**config.mk**
```make
export PLATFORM = sky130hd
export DESIGN_NAME = cpc_ram_ctrl
export DESIGN_NICKNAME = d
export VERILOG_FILES = /design/src/rtl/cpc_ram_pkg.sv /design/src/rtl/cpc_ram_map.sv /design/src/rtl/cpc_ram_ctrl.sv
export SDC_FILE = /design/constraint.sdc
export NUM_CORES = 1
export LEC_CHECK = 0
export CAP_MARGIN = 15
export CORE_MARGIN = 4
export CORE_UTILIZATION = 45
export CTS_CLUSTER_SIZE = 24
export DETAILED_ROUTE_END_ITERATION = 12
export PLACE_DENSITY = 0.77
export SYNTH_ARGS = -nofsm -noshare
export SYNTH_HDL_FRONTEND = slang
export SYNTH_SLANG_ARGS = --single-unit
```
**constraint.sdc**
```tcl
create_clock -name CLK -period 2.16 [get_ports CLK]
set_input_delay 0.216 -clock CLK [delete_from_list [all_inputs] [get_ports CLK]]
set_output_delay 0.216 -clock CLK [all_outputs]
set_load 0.01 [all_outputs]
```
**src/rtl/cpc_ram_pkg.sv**
```systemverilog
// cpc_ram_pkg: shared types and constants for the CPC expansion RAM controller
package cpc_ram_pkg;
  typedef enum logic [1:0] {
    ST_IDLE,
    ST_RD,
    ST_WR,
    ST_WAIT_END
  } state_e;
  localparam logic [1:0] CFG_CODE = 2'b11;
  localparam int PAGE_W = 2;
  localparam logic [2:0] MODE_0 = 3'd0;
  localparam logic [2:0] MODE_1 = 3'd1;
  localparam logic [2:0] MODE_2 = 3'd2;
  localparam logic [2:0] MODE_3 = 3'd3;
  localparam logic [2:0] MODE_4 = 3'd4;
  localparam logic [2:0] MODE_5 = 3'd5;
  localparam logic [2:0] MODE_6 = 3'd6;
  localparam logic [2:0] MODE_7 = 3'd7;
endpackage

```
**src/rtl/cpc_ram_map.sv**
```systemverilog
// cpc_ram_map: translates the RAM configuration mode and the 16K block into an expansion page
module cpc_ram_map
  import cpc_ram_pkg::*;
(
  input  logic [2:0]        mode,
  input  logic [1:0]        blk,
  output logic              ext,
  output logic [PAGE_W-1:0] page
);
  logic [2:0] hi_page;
  assign hi_page = mode - MODE_4;
  // mode 0 keeps internal RAM; modes 1/3 swap block 3; mode 2 maps all; modes 4-7 swap block 1
  always_comb begin
    ext = 1'b0;
    page = blk;
    if (mode == MODE_0) begin
      ext = 1'b0;
    end else if (mode == MODE_2) begin
      ext = 1'b1;
    end else if (mode == MODE_1 || mode == MODE_3) begin
      ext = (blk == 2'd3);
      page = 2'd3;
    end else if (mode inside {MODE_4, MODE_5, MODE_6, MODE_7}) begin
      ext = (blk == 2'd1);
      page = hi_page[PAGE_W-1:0];
    end
  end
endmodule

```
**src/rtl/cpc_ram_ctrl.sv**
```systemverilog
// cpc_ram_ctrl: Z80 bus decoder, 6128 RAM config register and SRAM strobe sequencer
module cpc_ram_ctrl
  import cpc_ram_pkg::*;
#(
  parameter int BANK_BITS = 3,
  parameter int WE_DELAY  = 1
) (
  input  logic                 CLK,
  input  logic                 RESET_B,
  input  logic                 BUSRESET_B,
  input  logic                 MREQ_B,
  input  logic                 IOREQ_B,
  input  logic                 RD_B,
  input  logic                 WR_B,
  input  logic                 M1_B,
  input  logic                 RFSH_B,
  input  logic                 ROMEN_B,
  input  logic                 A15,
  input  logic                 A14,
  input  logic [7:0]           D,
  output logic [BANK_BITS+1:0] HIADR,
  output logic                 RAMCS_B,
  output logic                 RAMOE_B,
  output logic                 RAMWE_B,
  output logic                 RAMDIS
);
  state_e state_q, state_d;
  logic [BANK_BITS-1:0] cfg_bank_q, cfg_bank_d;
  logic [2:0] cfg_mode_q, cfg_mode_d;
  logic [BANK_BITS+1:0] hiadr_q, hiadr_d;
  logic ramcs_b_q, ramcs_b_d;
  logic ramoe_b_q, ramoe_b_d;
  logic ramwe_b_q, ramwe_b_d;
  logic ramdis_q, ramdis_d;
  logic io_wr_q, io_wr_d;
  logic [1:0] we_cnt_q, we_cnt_d;
  logic io_wr, cfg_hit, ext, cyc_start, rd_hit, wr_hit;
  logic [PAGE_W-1:0] page;
  assign io_wr = !IOREQ_B && !WR_B && M1_B && !A15;
  // a simultaneous MREQ_B means a broken bus cycle; the memory side wins
  assign cfg_hit = io_wr && !io_wr_q && (D[7:6] == CFG_CODE) && MREQ_B;
  assign cyc_start = !MREQ_B && RFSH_B && (!RD_B || !WR_B);
  assign rd_hit = ext && !RD_B && ROMEN_B;
  assign wr_hit = ext && !WR_B;
  cpc_ram_map u_map (
    .mode (cfg_mode_q),
    .blk  ({A15, A14}),
    .ext  (ext),
    .page (page)
  );
  // next-state: config capture, strobe sequencing and synchronous bus reset
  always_comb begin
    state_d = state_q;
    cfg_bank_d = cfg_bank_q;
    cfg_mode_d = cfg_mode_q;
    hiadr_d = hiadr_q;
    ramcs_b_d = ramcs_b_q;
    ramoe_b_d = ramoe_b_q;
    ramwe_b_d = ramwe_b_q;
    ramdis_d = ramdis_q;
    we_cnt_d = we_cnt_q;
    io_wr_d = io_wr;
    if (cfg_hit) begin
      cfg_bank_d = BANK_BITS'(D[5:3]);
      cfg_mode_d = D[2:0];
    end
    case (state_q)
      ST_IDLE: if (cyc_start) begin
        if (rd_hit || wr_hit) begin
          hiadr_d = {cfg_bank_q, page};
          ramdis_d = 1'b1;
          ramcs_b_d = 1'b0;
        end
        if (rd_hit) begin
          ramoe_b_d = 1'b0;
          state_d = ST_RD;
        end else if (wr_hit) begin
          we_cnt_d = 2'(WE_DELAY);
          ramwe_b_d = (WE_DELAY != 0);
          state_d = ST_WR;
        end else begin
          state_d = ST_WAIT_END;
        end
      end
      ST_RD: if (MREQ_B) begin
        ramcs_b_d = 1'b1;
        ramoe_b_d = 1'b1;
        ramdis_d = 1'b0;
        state_d = ST_IDLE;
      end
      ST_WR: if (MREQ_B || WR_B) begin
        ramwe_b_d = 1'b1;
        ramcs_b_d = 1'b1;
        ramdis_d = 1'b0;
        state_d = ST_IDLE;
      end else begin
        // WE lands WE_DELAY edges after CS: the edge that empties the counter also strobes
        we_cnt_d = (we_cnt_q != 2'd0) ? we_cnt_q - 2'd1 : we_cnt_q;
        if (we_cnt_q <= 2'd1) ramwe_b_d = 1'b0;
      end
      ST_WAIT_END: if (MREQ_B) state_d = ST_IDLE;
      default: state_d = ST_IDLE;
    endcase
    if (!BUSRESET_B) begin
      state_d = ST_IDLE;
      cfg_bank_d = '0;
      cfg_mode_d = '0;
      hiadr_d = '0;
      ramcs_b_d = 1'b1;
      ramoe_b_d = 1'b1;
      ramwe_b_d = 1'b1;
      ramdis_d = 1'b0;
      we_cnt_d = '0;
      io_wr_d = 1'b0;
    end
  end
  // state register with asynchronous board reset
  always_ff @(posedge CLK or negedge RESET_B) begin
    if (!RESET_B) begin
      state_q <= ST_IDLE;
      cfg_bank_q <= '0;
      cfg_mode_q <= '0;
      hiadr_q <= '0;
      ramcs_b_q <= 1'b1;
      ramoe_b_q <= 1'b1;
      ramwe_b_q <= 1'b1;
      ramdis_q <= 1'b0;
      we_cnt_q <= '0;
      io_wr_q <= 1'b0;
    end else begin
      state_q <= state_d;
      cfg_bank_q <= cfg_bank_d;
      cfg_mode_q <= cfg_mode_d;
      hiadr_q <= hiadr_d;
      ramcs_b_q <= ramcs_b_d;
      ramoe_b_q <= ramoe_b_d;
      ramwe_b_q <= ramwe_b_d;
      ramdis_q <= ramdis_d;
      we_cnt_q <= we_cnt_d;
      io_wr_q <= io_wr_d;
    end
  end
  assign HIADR = hiadr_q;
  assign RAMCS_B = ramcs_b_q;
  assign RAMOE_B = ramoe_b_q;
  assign RAMWE_B = ramwe_b_q;
  assign RAMDIS = ramdis_q;
endmodule

```
# Yosys cells after proc, flatten, opt, wreduce, memory -nomap -nowiden
# Cells that the tools add are included.
[classes]
add_sub_neg = 2
n_mul = 0
div_mod_pow = 0
magnitude_cmp = 1
n_eq_ne = 31
n_shift = 0
muxes = 54
n_bitwise = 0
n_reduce_logical = 32
[ops]
columns = ["operator", "count"]
rows = [
  ["two-way mux 2 bit", 15],
  ["!= test 3 bit, second input constant", 9],
  ["two-way mux 1 bit", 25],
  ["two-way mux 5 bit", 4],
  ["equality test 3 bit, second input constant", 4],
  ["two-way mux 3 bit", 4],
  ["logical AND 1 bit", 11],
  ["AND reduction 5 bit", 2],
  ["equality test 2 bit, second input constant", 4],
  ["!= test 2 x 1 -> 1 bit, second input constant", 4],
  ["equality test 3 x 2 -> 1 bit, second input constant", 2],
  ["zero test 1 bit", 6],
  ["!= test 3 x 1 -> 1 bit, second input constant", 2],
  ["case mux 1 bit (3 select lines)", 2],
  ["case mux 2 bit (3 select lines)", 1],
  ["AND reduction 3 bit", 2],
  ["AND reduction 6 bit", 1],
  ["equality test 2 x 1 -> 1 bit, second input constant", 2],
  ["logical OR 1 bit", 4],
  ["!= test 4 x 1 -> 1 bit, second input constant", 1],
  ["!= test 4 bit, second input constant", 1],
  ["case mux 1 bit (2 select lines)", 2],
  ["case mux 2 bit (2 select lines)", 1],
  ["AND reduction 4 bit", 1],
  ["other kinds (9)", 10],
]
[totals]
register_bits = 20
latch_bits = 0
ramBits = 0
rom_bits = 0
inputBits = 20
out_inout_bits = 9
mem_count = 0

# Depth between registers and ports, before layout
[depth]
depth_word = 13
ltp_mapped = 7

# Cells and area by module
# Synthesis repeated with hierarchy kept, for this count alone.
[hier_totals]
cells_unflattened = 114
area_unflattened_um2 = 1204.9
[modules_own_cells]
columns = ["module", "n_inst", "cells_each", "area_each_um2", "seq_area_each_um2"]
rows = [
  ["cpc_ram_ctrl", 1, 105, 1151.1, 504.2],
  ["cpc_ram_map", 1, 9, 53.8, 0.0],
]

# Worst setup path after synthesis
# No wires, ideal clock.
[synth_timing]
kind = "reg-to-reg"
startpoint = "register state_q[0]"
endpoint = "register state_q[0]"
t_arrival_ps = 1530
t_required_ps = 2033
path_slack_ps = 502
stages_incl_launch_ff = 8
n_path_buf = 0
path_cell_list = "dfrtp_1 > inv_1 > ha_1 > nand2_1 > a21oi_1 > nor3b_1 > nand2_1 > mux2_1"
[synth_between]
elab_chain_len = 4
elab_cells_between_ends = 11
[synth_rtl]
columns = ["item", "line", "source"]
rows = [
  ["from (decl)", "cpc_ram_ctrl.sv:27", "state_e state_q, state_d;"],
  ["from (signal assigned)", "cpc_ram_ctrl.sv:131", "state_q <= state_d;"],
  ["equality test 2 bit / equality test 2 x 1 -> 1 bit (equally long branches)", "cpc_ram_ctrl.sv:67", "case (state_q)"],
  ["OR reduction 2 bit (no source line)", "-", ""],
  ["!= test 3 x 2 -> 1 bit (no source line) / case mux 2 bit (3 select lines) (equally long branches)", "-", ""],
  ["AND reduction 3 bit (no source line) / two-way mux 2 bit (equally long branches)", "-", ""],
]
# Several ways; a longest one is shown, not always the timed one.
# A chain may end at the register's enable or synchronous reset.

# Final worst setup path
[layout_timing]
startpoint = "register state_q[0]"
endpoint = "register state_q[1]"
# The elaborated chain is that of the path after synthesis.

==> out/results.tsv <==
metric	value	unit
clkLatencyLatePin	0.31	ns
area_growth	32.0	%
start_util	0.475	
drc	0	
ant_nets	0	
finalSetupViolations	0	
grt_max_degree	21	
drv_cap	0	
period_minus_slack	1.95	ns
status	completed	
nNetsFinal	181	
cts.reportedPaths.clkPinSlew	0.12	ns
synth_top_area_cell	dfrtp_1	
dp.final_hpwl	2.04	mm
syn_inst	120	
cts_sinks	20	
syn-cell-area	0.00119	mm²
cp_data_required_time	2.36	ns
vdd_drop_max	0.577	mV
htreeDepth	1	
cts_buffers	3	
root_buffer	clkbuf_4	
viasPerCell	5.48	
finalClockSkew	0.00426	ns
finalHoldViolCount	0	
cellLeakagePower	0.688	nW
gr-usage-met3	0.0283	
fill_cells	206	
post-route-period-util	0.902	
wirelength	2.63	mm
cts_tree	done	
ctsResizeCount	0	
start_kind	register	
slew_viol_final	0	
grt_use_met2	0.292	
ys_seq_area_frac	0.424	
portBuffers	28	
netlist.area_leader.share	0.358	
synth_fp_nets	147	
reg2reg_from	state_q[0]$_DFFE_PN0P_	
p_total	1.16	mW
endpoint_kind	register	
ctsHoldBuffers	0	
synth_edf_count	0	
drt_iter0_drc	41	
max_freq	513	MHz
critPathMaxFanout	6	
clk_path_buf_depth	2	
dr.pass1.iters	4	
antenna_found_initial	0	
crit_start	state_q[0]$_DFFE_PN0P_	
hold_path.class	in -> async	
vias	1003	
dieArea	0.00353	mm²
yosys_warnings	0	
gp_congestion	0.961	
yosysUniqueCellTypes	38	
rows	18	
p_per_area	739	mW/mm²
wire_per_inst	14.4	µm
grt_pass1_vias	1000	
path_class	reg -> reg	
worst_slew_pin_slew	0.404	ns
cts_setup_buffers	0	
syn_area_per_cell	9.91	µm²
rsz0062_at_grt	no	
crit_arrival	2.15	ns
synthTopCellsByArea	dfrtp_1 (36%), mux2i_1 (8.4%), ha_1 (7.4%)	
setup_tns	0	ns
relSlewSlack	0.728	
grt.busiest_layer	met2	
async_reset_ff_frac	1.00	
ff2ff_setup_slack	0.21	ns
die_w	59.4	µm
worstRegToRegCells	7	
post-synth-top-count-cell	dfrtp_1	
grt.total_usage	0.168	
synth_commonest_cells	dfrtp_1 (17), nor2_1 (15), mux2i_1 (10)	
n_antenna_cell	0	
grt-ovfl-total	0	
drive_above_1_share	0.118	
grt_use_met1	0.206	
coreArea	0.00250	mm²
ioPinCount	29	
grt_pass1_wl	4.44	mm
die_y	59.4	µm
ys_seq_elements	20	
ys.flop_type	dfrtp_1	
r2r_end	state_q[1]$_DFFE_PN0P_	
[power breakdown]
part	switching (mW)	total [mW]	internal (mW)	leakage, nW
logic	0.207	0.389	0.182	0.394
clock network	0.124	0.312	0.188	0.0279
registers	0.0321	0.459	0.427	0.266
[registers in the layout, indices dropped and copies added, names as in the netlist]
register and cells:
RAMDIS 1, RAMWE_B 1, cfg_mode_q 3, we_cnt_q 2
cfg_bank_q 3, io_wr_q 1, HIADR 5, RAMCS_B 1
RAMOE_B 1, state_q 2
[cells by family after synthesis]
family	count (synthesis)	synth area share
flip-flops	20	0.424
buffers and inverters	11	0.0421
AO/OA/AOI/OAI	24	0.142
multiplexers	12	0.103
adder cells (fa/ha/maj)	7	0.0737
AND/OR/NAND/NOR	46	0.215
[worst max-delay path by stage]
stage / endpoint / slack, ns / depth (start not counted)
after floorplan: state_q[0]$_DFFE_PN0P_ / 0.50 / 7
after global placement: HIADR[4]$_DFFE_PN0P_ / 0.16 / 6
after detailed placement: HIADR[3]$_DFFE_PN0P_ / 0.13 / 6
after CTS: state_q[1]$_DFFE_PN0P_ / 0.23 / 7
after global routing: state_q[0]$_DFFE_PN0P_ / 0.07 / 7
final: state_q[1]$_DFFE_PN0P_ / 0.21 / 7
[layout make-up]
type | instances | area [µm²] | share of cell area
Clock buffer | 3 | 22.5 | 0.0144
Clock inverter | 1 | 30.0 | 0.0191
Inverter | 8 | 30.0 | 0.0191
Multi-Input combinational cell | 89 | 634 | 0.404
Sequential cell | 20 | 504 | 0.321
Tap cell | 30 | 37.5 | 0.0239
Timing Repair Buffer | 32 | 310 | 0.198
[per-layer routing]
layer	vias to the layer above	share of wire
li1	491	-
met1	471	0.45
met2	34	0.47
met3	7	0.056
met4	0	0.019
met5	-	0
[critical path: stages, from the launching register on]
cell,delay [ns]
dfrtp_1,0.41
inv_1,0.09
ha_1,0.28
nand2_1,0.12
a21oi_1,0.06
nor3b_1,0.37
nand2_1,0.16
mux2_1,0.35
[layout by cell type, fill, tap and decap left out, types with 2 or more instances in the layout]
cell type        instances
nor3_1                   3
dfstp_2                  3
dfrtp_1                 17
clkbuf_4                 3
and4b_1                  3
buf_4                    4
nor2_1                  15
mux2_1                   2
nand3_1                  3
clkdlybuf4s50_1         28
nand2_1                  7
nor2b_1                  2
a21oi_1                  5
o21ai_1                  2
o21ai_0                  8
ha_1                     7
nand3b_1                 3
mux2i_1                 10
inv_1                    8
[stage by stage]
stage | util | instances | hold slack [ns] | cell area (µm²) | setup slack, ns
detailed placement | 0.607 | 179 | 0.474 | 1520 | 0.135
global placement | 0.607 | 179 | 0.475 | 1520 | 0.157
floorplan | - | 120 | -0.0796 | 1190 | 0.502
global route | 0.628 | 183 | 0.241 | 1570 | 0.0724
CTS | 0.628 | 183 | 0.248 | 1570 | 0.225
finish | 0.628 | 183 | 0.232 | 1570 | 0.212
Power figures use the tool's default switching activity.
